--- src/rtl/gen_done_barrier_pkg.sv ---
// Shared types and helpers for the generator launch-and-join barrier.
package gen_barrier_pkg;

  typedef enum logic [1:0] {IDLE, LAUNCH, WAIT, COMPLETE} barrier_state_e;

  localparam int unsigned MAX_GEN = 64;

  // Counts set bits; callers zero-extend their N_GEN-wide vector to MAX_GEN.
  function automatic int unsigned popcount(input logic [MAX_GEN-1:0] v);
    int unsigned n;
    n = 0;
    for (int i = 0; i < int'(MAX_GEN); i++) begin
      n = n + {31'b0, v[i]};
    end
    return n;
  endfunction

endpackage

--- src/rtl/gen_done_barrier_collector.sv ---
// Sticky per-generator done mask and its running popcount.
module done_collector
  import gen_barrier_pkg::*;
#(
  parameter int unsigned N_GEN = 4,
  parameter int unsigned CNT_W = $clog2(N_GEN + 1)
) (
  input  logic             clk,
  input  logic             rst,
  input  logic             clr,
  input  logic             en,
  input  logic [N_GEN-1:0] done_in,
  output logic [N_GEN-1:0] mask,
  output logic [CNT_W-1:0] count,
  output logic [CNT_W-1:0] count_nxt_c
);

  logic [N_GEN-1:0] new_bits;

  // Only first reports count; held or repeated bits are masked off.
  assign new_bits    = done_in & ~mask;
  assign count_nxt_c = count + CNT_W'(popcount(MAX_GEN'(new_bits)));

  always_ff @(posedge clk) begin
    if (rst || clr) begin
      mask  <= '0;
      count <= '0;
    end else if (en) begin
      mask  <= mask | new_bits;
      count <= count_nxt_c;
    end
  end

endmodule

--- src/rtl/gen_done_barrier.sv ---
// Launch-and-join barrier: pulses start to all generators, joins their done pulses, aborts on stall.
module gen_done_barrier
  import gen_barrier_pkg::*;
#(
  parameter int unsigned N_GEN = 4,
  parameter int unsigned CNT_W = $clog2(N_GEN + 1),
  parameter int unsigned TMO_W = 16
) (
  input  logic             clk,
  input  logic             rst,
  input  logic             start,
  input  logic [TMO_W-1:0] timeout_cycles,
  output logic [N_GEN-1:0] launch,
  input  logic [N_GEN-1:0] done_in,
  output logic             busy,
  output logic [N_GEN-1:0] done_mask,
  output logic [CNT_W-1:0] done_count,
  output logic             all_done,
  output logic             timeout_err
);

  barrier_state_e   state;
  logic [TMO_W-1:0] timer;
  logic [TMO_W-1:0] limit;
  logic [CNT_W-1:0] count_nxt;
  logic             clr;
  logic             en;

  assign clr = (state == IDLE) && start;
  assign en  = (state == LAUNCH) || (state == WAIT);

  done_collector #(
    .N_GEN (N_GEN),
    .CNT_W (CNT_W)
  ) u_collector (
    .clk         (clk),
    .rst         (rst),
    .clr         (clr),
    .en          (en),
    .done_in     (done_in),
    .mask        (done_mask),
    .count       (done_count),
    .count_nxt_c (count_nxt)
  );

  // Outputs are registered from the transition so they line up with the state they describe.
  always_ff @(posedge clk) begin
    if (rst) begin
      state       <= IDLE;
      timer       <= '0;
      limit       <= '0;
      launch      <= '0;
      busy        <= 1'b0;
      all_done    <= 1'b0;
      timeout_err <= 1'b0;
    end else begin
      launch      <= '0;
      all_done    <= 1'b0;
      timeout_err <= 1'b0;
      case (state)
        IDLE: begin
          if (start) begin
            state  <= LAUNCH;
            launch <= '1;
            busy   <= 1'b1;
            timer  <= '0;
            limit  <= timeout_cycles;
          end
        end
        LAUNCH: state <= WAIT;
        WAIT: begin
          // Completion wins over a timeout landing on the same edge.
          if (count_nxt == CNT_W'(N_GEN)) begin
            state    <= COMPLETE;
            busy     <= 1'b0;
            all_done <= 1'b1;
          end else if ((limit != '0) && (timer == limit - TMO_W'(1))) begin
            state       <= IDLE;
            busy        <= 1'b0;
            timeout_err <= 1'b1;
          end else if (timer != '1) begin
            timer <= timer + TMO_W'(1);
          end
        end
        COMPLETE: state <= IDLE;
        default:  state <= IDLE;
      endcase
    end
  end

endmodule

--- config.mk ---
export PLATFORM = sky130hd
export DESIGN_NAME = gen_done_barrier
export DESIGN_NICKNAME = d
export VERILOG_FILES = /design/src/rtl/gen_done_barrier_pkg.sv /design/src/rtl/gen_done_barrier_collector.sv /design/src/rtl/gen_done_barrier.sv
export SDC_FILE = /design/constraint.sdc
export NUM_CORES = 1
export LEC_CHECK = 0
export BUFFER_PORTS_ARGS = -buffer_cell sky130_fd_sc_hd__buf_2
export CAP_MARGIN = 10
export CORE_MARGIN = 2
export CORE_UTILIZATION = 53
export DETAILED_ROUTE_END_ITERATION = 8
export PLACE_DENSITY = 0.79
export SKIP_CTS_REPAIR_TIMING = 1
export SLEW_MARGIN = 20
export SYNTH_ARGS = -nofsm -noshare
export SYNTH_HDL_FRONTEND = slang
export SYNTH_SLANG_ARGS = --single-unit
export TNS_END_PERCENT = 30
--- constraint.sdc ---
create_clock -name clk -period 4.25 [get_ports clk]
set_clock_uncertainty 0.15 [all_clocks]
set_input_delay 1.0625 -clock clk [delete_from_list [all_inputs] [get_ports clk]]
set_output_delay 1.0625 -clock clk [all_outputs]
set_load 0.01 [all_outputs]
==> run metrics <==
clock share of power 16.3%; # setup viols final 0; reg2reg start u_collector.mask[0]$_SDFFE_PP0P_; Syn Inst Count 362; syn avg cell area 8.064 um^2; RSZ-0062 raised after global routing no; Worst Path Max Fanout 9; GRT overflow 0; WP data arrival 4.19 ns; die area 0.006118 mm^2; r2r worst-path depth 16; most common cell after layout, fill and taps aside nand2_1; Fill cells 524; Yosys warning total 0; Yosys cell types 64; switching power share of the total 43.09%; DR iter-0 viols 196; DR pass1 iterations 4; fin cells 464; Horiz. Die Dim 78.22 um; Yosys reg bits 45; minimum clock period 4.095 ns; Hold Path End busy$_SDFFE_PP0P_; vias in the first global route 2547; Post-Route WL 7043 um; routability congestion estimate 0.9336; crit end category flip-flop; CTS buffer count 5; worst hold start busy$_SDFFE_PP0P_; Top FF cell, synth dfxtp_1; most frequent cells in the layout nand2_1, dfxtp_1, buf_2; clk buf depth 2; Starting Density 54.00%; CP max stage cell or4_1; power share of the combinational group 50.9%; port buffer count 36; clock transition at the registers of the reported paths 0.08 ns; Nets 424; DRC viols 0; HP Class reg -> reg; relative slew slack 45.20%; core area 0.005405 mm^2; IO Pins 37; static leakage 1.283 nW; DIE HEIGHT 78.22 um; WS Path Type in -> reg; TritonCTS clock tree built; Max IR drop VDD 0.0002956 V; worst slew pin tran 0.8145 ns; Vias 2697; deepest level of the CTS H-tree 2; PD cells 516.7 mW/mm^2; reg2reg setup slack 0.71 ns; final core occ 59.24%; first-pass GRT wire length 11510 um; CTS root buffer clkbuf_8; Via density 5.813; total of max-cap violations 0; post-detail-place hpwl 5275 um; Synth Cell Area 0.002919 mm^2; clk_lat worst skew 0.30 ns; initial antenna violation count 0; fraction of layout cells with a size suffix above 1 19.64%; Worst path max stage delay 0.54 ns; CP Cell Sequence buf_2 > nor2b_1 > ha_1 > inv_1 > fa_1 > inv_1 > ha_1 > inv_1 > fa_2 > xnor2_2 > xnor2_1 > nor3b_2 > a31o_2 > inv_4 > a21oi_4 > or4_1 > a21oi_2; area grow syn2layout 9.687%; period utilisation layout 96.35%; Critical Path Start Type primary input; worst endpoint required time 4.34 ns; Tot GR Track Use 23.49%; fmax 0.2442 GHz; Psw 0.7128 mW; fin. max-slew vios 0; Async SR Flop Fraction 0%; dpl cells 456; Post-Syn Nets 395; Most Frequent Cell on Critical Path inv_1; final hold violation count 0; FF-to-FF End timer[15]$_SDFFE_PP0P_; Worst Hold Depth 2; Internal Pwr Total 0.9416 mW; Tot Pwr 1.654 mW; antenna viol nets, final 0; sequential area share after synthesis 30.86%; largest net degree at the start of global routing 29; # clock sinks 45; Post-synth EDFFs 0; Rows 27; routed length per instance 15.18 um; status finished, final reports clean; antenna fix cells 0; Reg power frac 32.9%
==> final cells by class <==
class / instances / area [um^2] / area share, %
Sequential cell: 45 / 900.9 / 28.14
Inverter: 22 / 85.08 / 2.657
Timing Repair Buffer: 42 / 225.2 / 7.034
Tap cell: 72 / 90.09 / 2.814
Clock buffer: 5 / 68.82 / 2.149
Multi-Input combinational cell: 275 / 1814 / 56.66
Clock inverter: 3 / 17.52 / 0.5471
==> power by group through the flow <==
| stage | sequential, mW | combinational [mW] | clock, mW |
|---|---|---|---|
| 4_1_cts | 0.544 | 0.813 | 0.273 |
| 6_report | 0.544 | 0.841 | 0.269 |
| 3_3_place_gp | 0.550 | 0.787 | 0 |
| 5_1_grt | 0.553 | 0.928 | 0.290 |
| 3_5_place_dp | 0.553 | 0.809 | 0 |
| 2_1_floorplan | 0.543 | 0.634 | 0 |
==> kinds of logic after synthesis <==
logic type,share of synthesized area (%)
AND/OR/NAND/NOR,29.32
AO/OA/AOI/OAI,19.16
flip-flops,30.86
buffers and inverters,7.972
XOR/XNOR,7.201
adder cells (fa/ha/maj),4.801
multiplexers,0.6858
==> state kept, by name (all words and copies together) (netlist names) <==
signal,flops
limit,16
busy,1
timeout_err,1
u_collector.count,3
launch,1
u_collector.mask,4
state,2
timer,16
all_done,1
==> how the worst max path moves through the flow <==
| stage | startpoint | end | slack, ns |
|---|---|---|---|
| after floorplan | done_in[0] | timer[11]$_SDFFE_PP0P_ | 0.006 |
| after global placement | done_in[0] | timer[14]$_SDFFE_PP0P_ | -0.12 |
| after detailed placement | done_in[0] | timer[1]$_SDFFE_PP0P_ | -0.21 |
| after CTS | done_in[0] | timer[1]$_SDFFE_PP0P_ | 0.09 |
| after global routing | done_in[0] | timer[11]$_SDFFE_PP0P_ | 0.02 |
| final | done_in[0] | timer[15]$_SDFFE_PP0P_ | 0.16 |
==> critical path, delay by kind of cell <==
kind	cells	cell delay [ns]
AOI/OAI and AO/OA	3	0.48
xor gates and xnor gates	2	0.36
adders and majority gates	4	1.16
buffers and inverters	5	0.37
and+or+nand+nor	3	0.75
==> routing by layer <==
metal	up-vias	global-route usage (%)	share of wire, %
met5	-	0	0
met4	0	9.123	1.8
met3	14	5.172	6.0
met2	82	39.31	48
met1	1259	29.50	44
li1	1342	-	-
==> synth_stat cells, drive strengths merged (3+ instances only) <==
cell | n | area (um^2)
nand2 | 48 | 182.7
dfxtp | 45 | 900.9
a21oi | 38 | 201.5
inv | 22 | 82.58
nor2 | 21 | 78.83
nand3 | 16 | 80.08
o21ai | 13 | 76.33
xor2 | 13 | 113.9
xnor2 | 11 | 96.34
clkbuf | 10 | 67.57
buf | 9 | 72.56
nor3 | 9 | 50.05
ha | 8 | 100.1
or4 | 8 | 60.06
and3 | 6 | 37.54
nand4 | 6 | 37.54
nor4 | 6 | 43.79
or3 | 6 | 42.54
o211ai | 5 | 42.54
o31ai | 5 | 37.54
and2 | 4 | 25.02
and4 | 4 | 36.29
nand2b | 4 | 25.02
a21o | 3 | 23.77
a311oi | 3 | 26.28
nor2b | 3 | 18.77
o21a | 3 | 22.52
==> stage by stage <==
stage          setup TNS, ns  cell area [um^2]  hold WS (ns)  setup slack, ns
3_3_place_gp         -0.8383              3084        0.3097          -0.1151
6_report                   0              3202        0.3289           0.1550
4_1_cts                    0              3171        0.3292          0.09195
2_1_floorplan              0              2919        0.3071         0.005717
3_5_place_dp          -2.184              3084        0.3176          -0.2086
5_1_grt                    0              3202        0.3585          0.02081
Note: power is estimated with default switching activity, not from simulation.
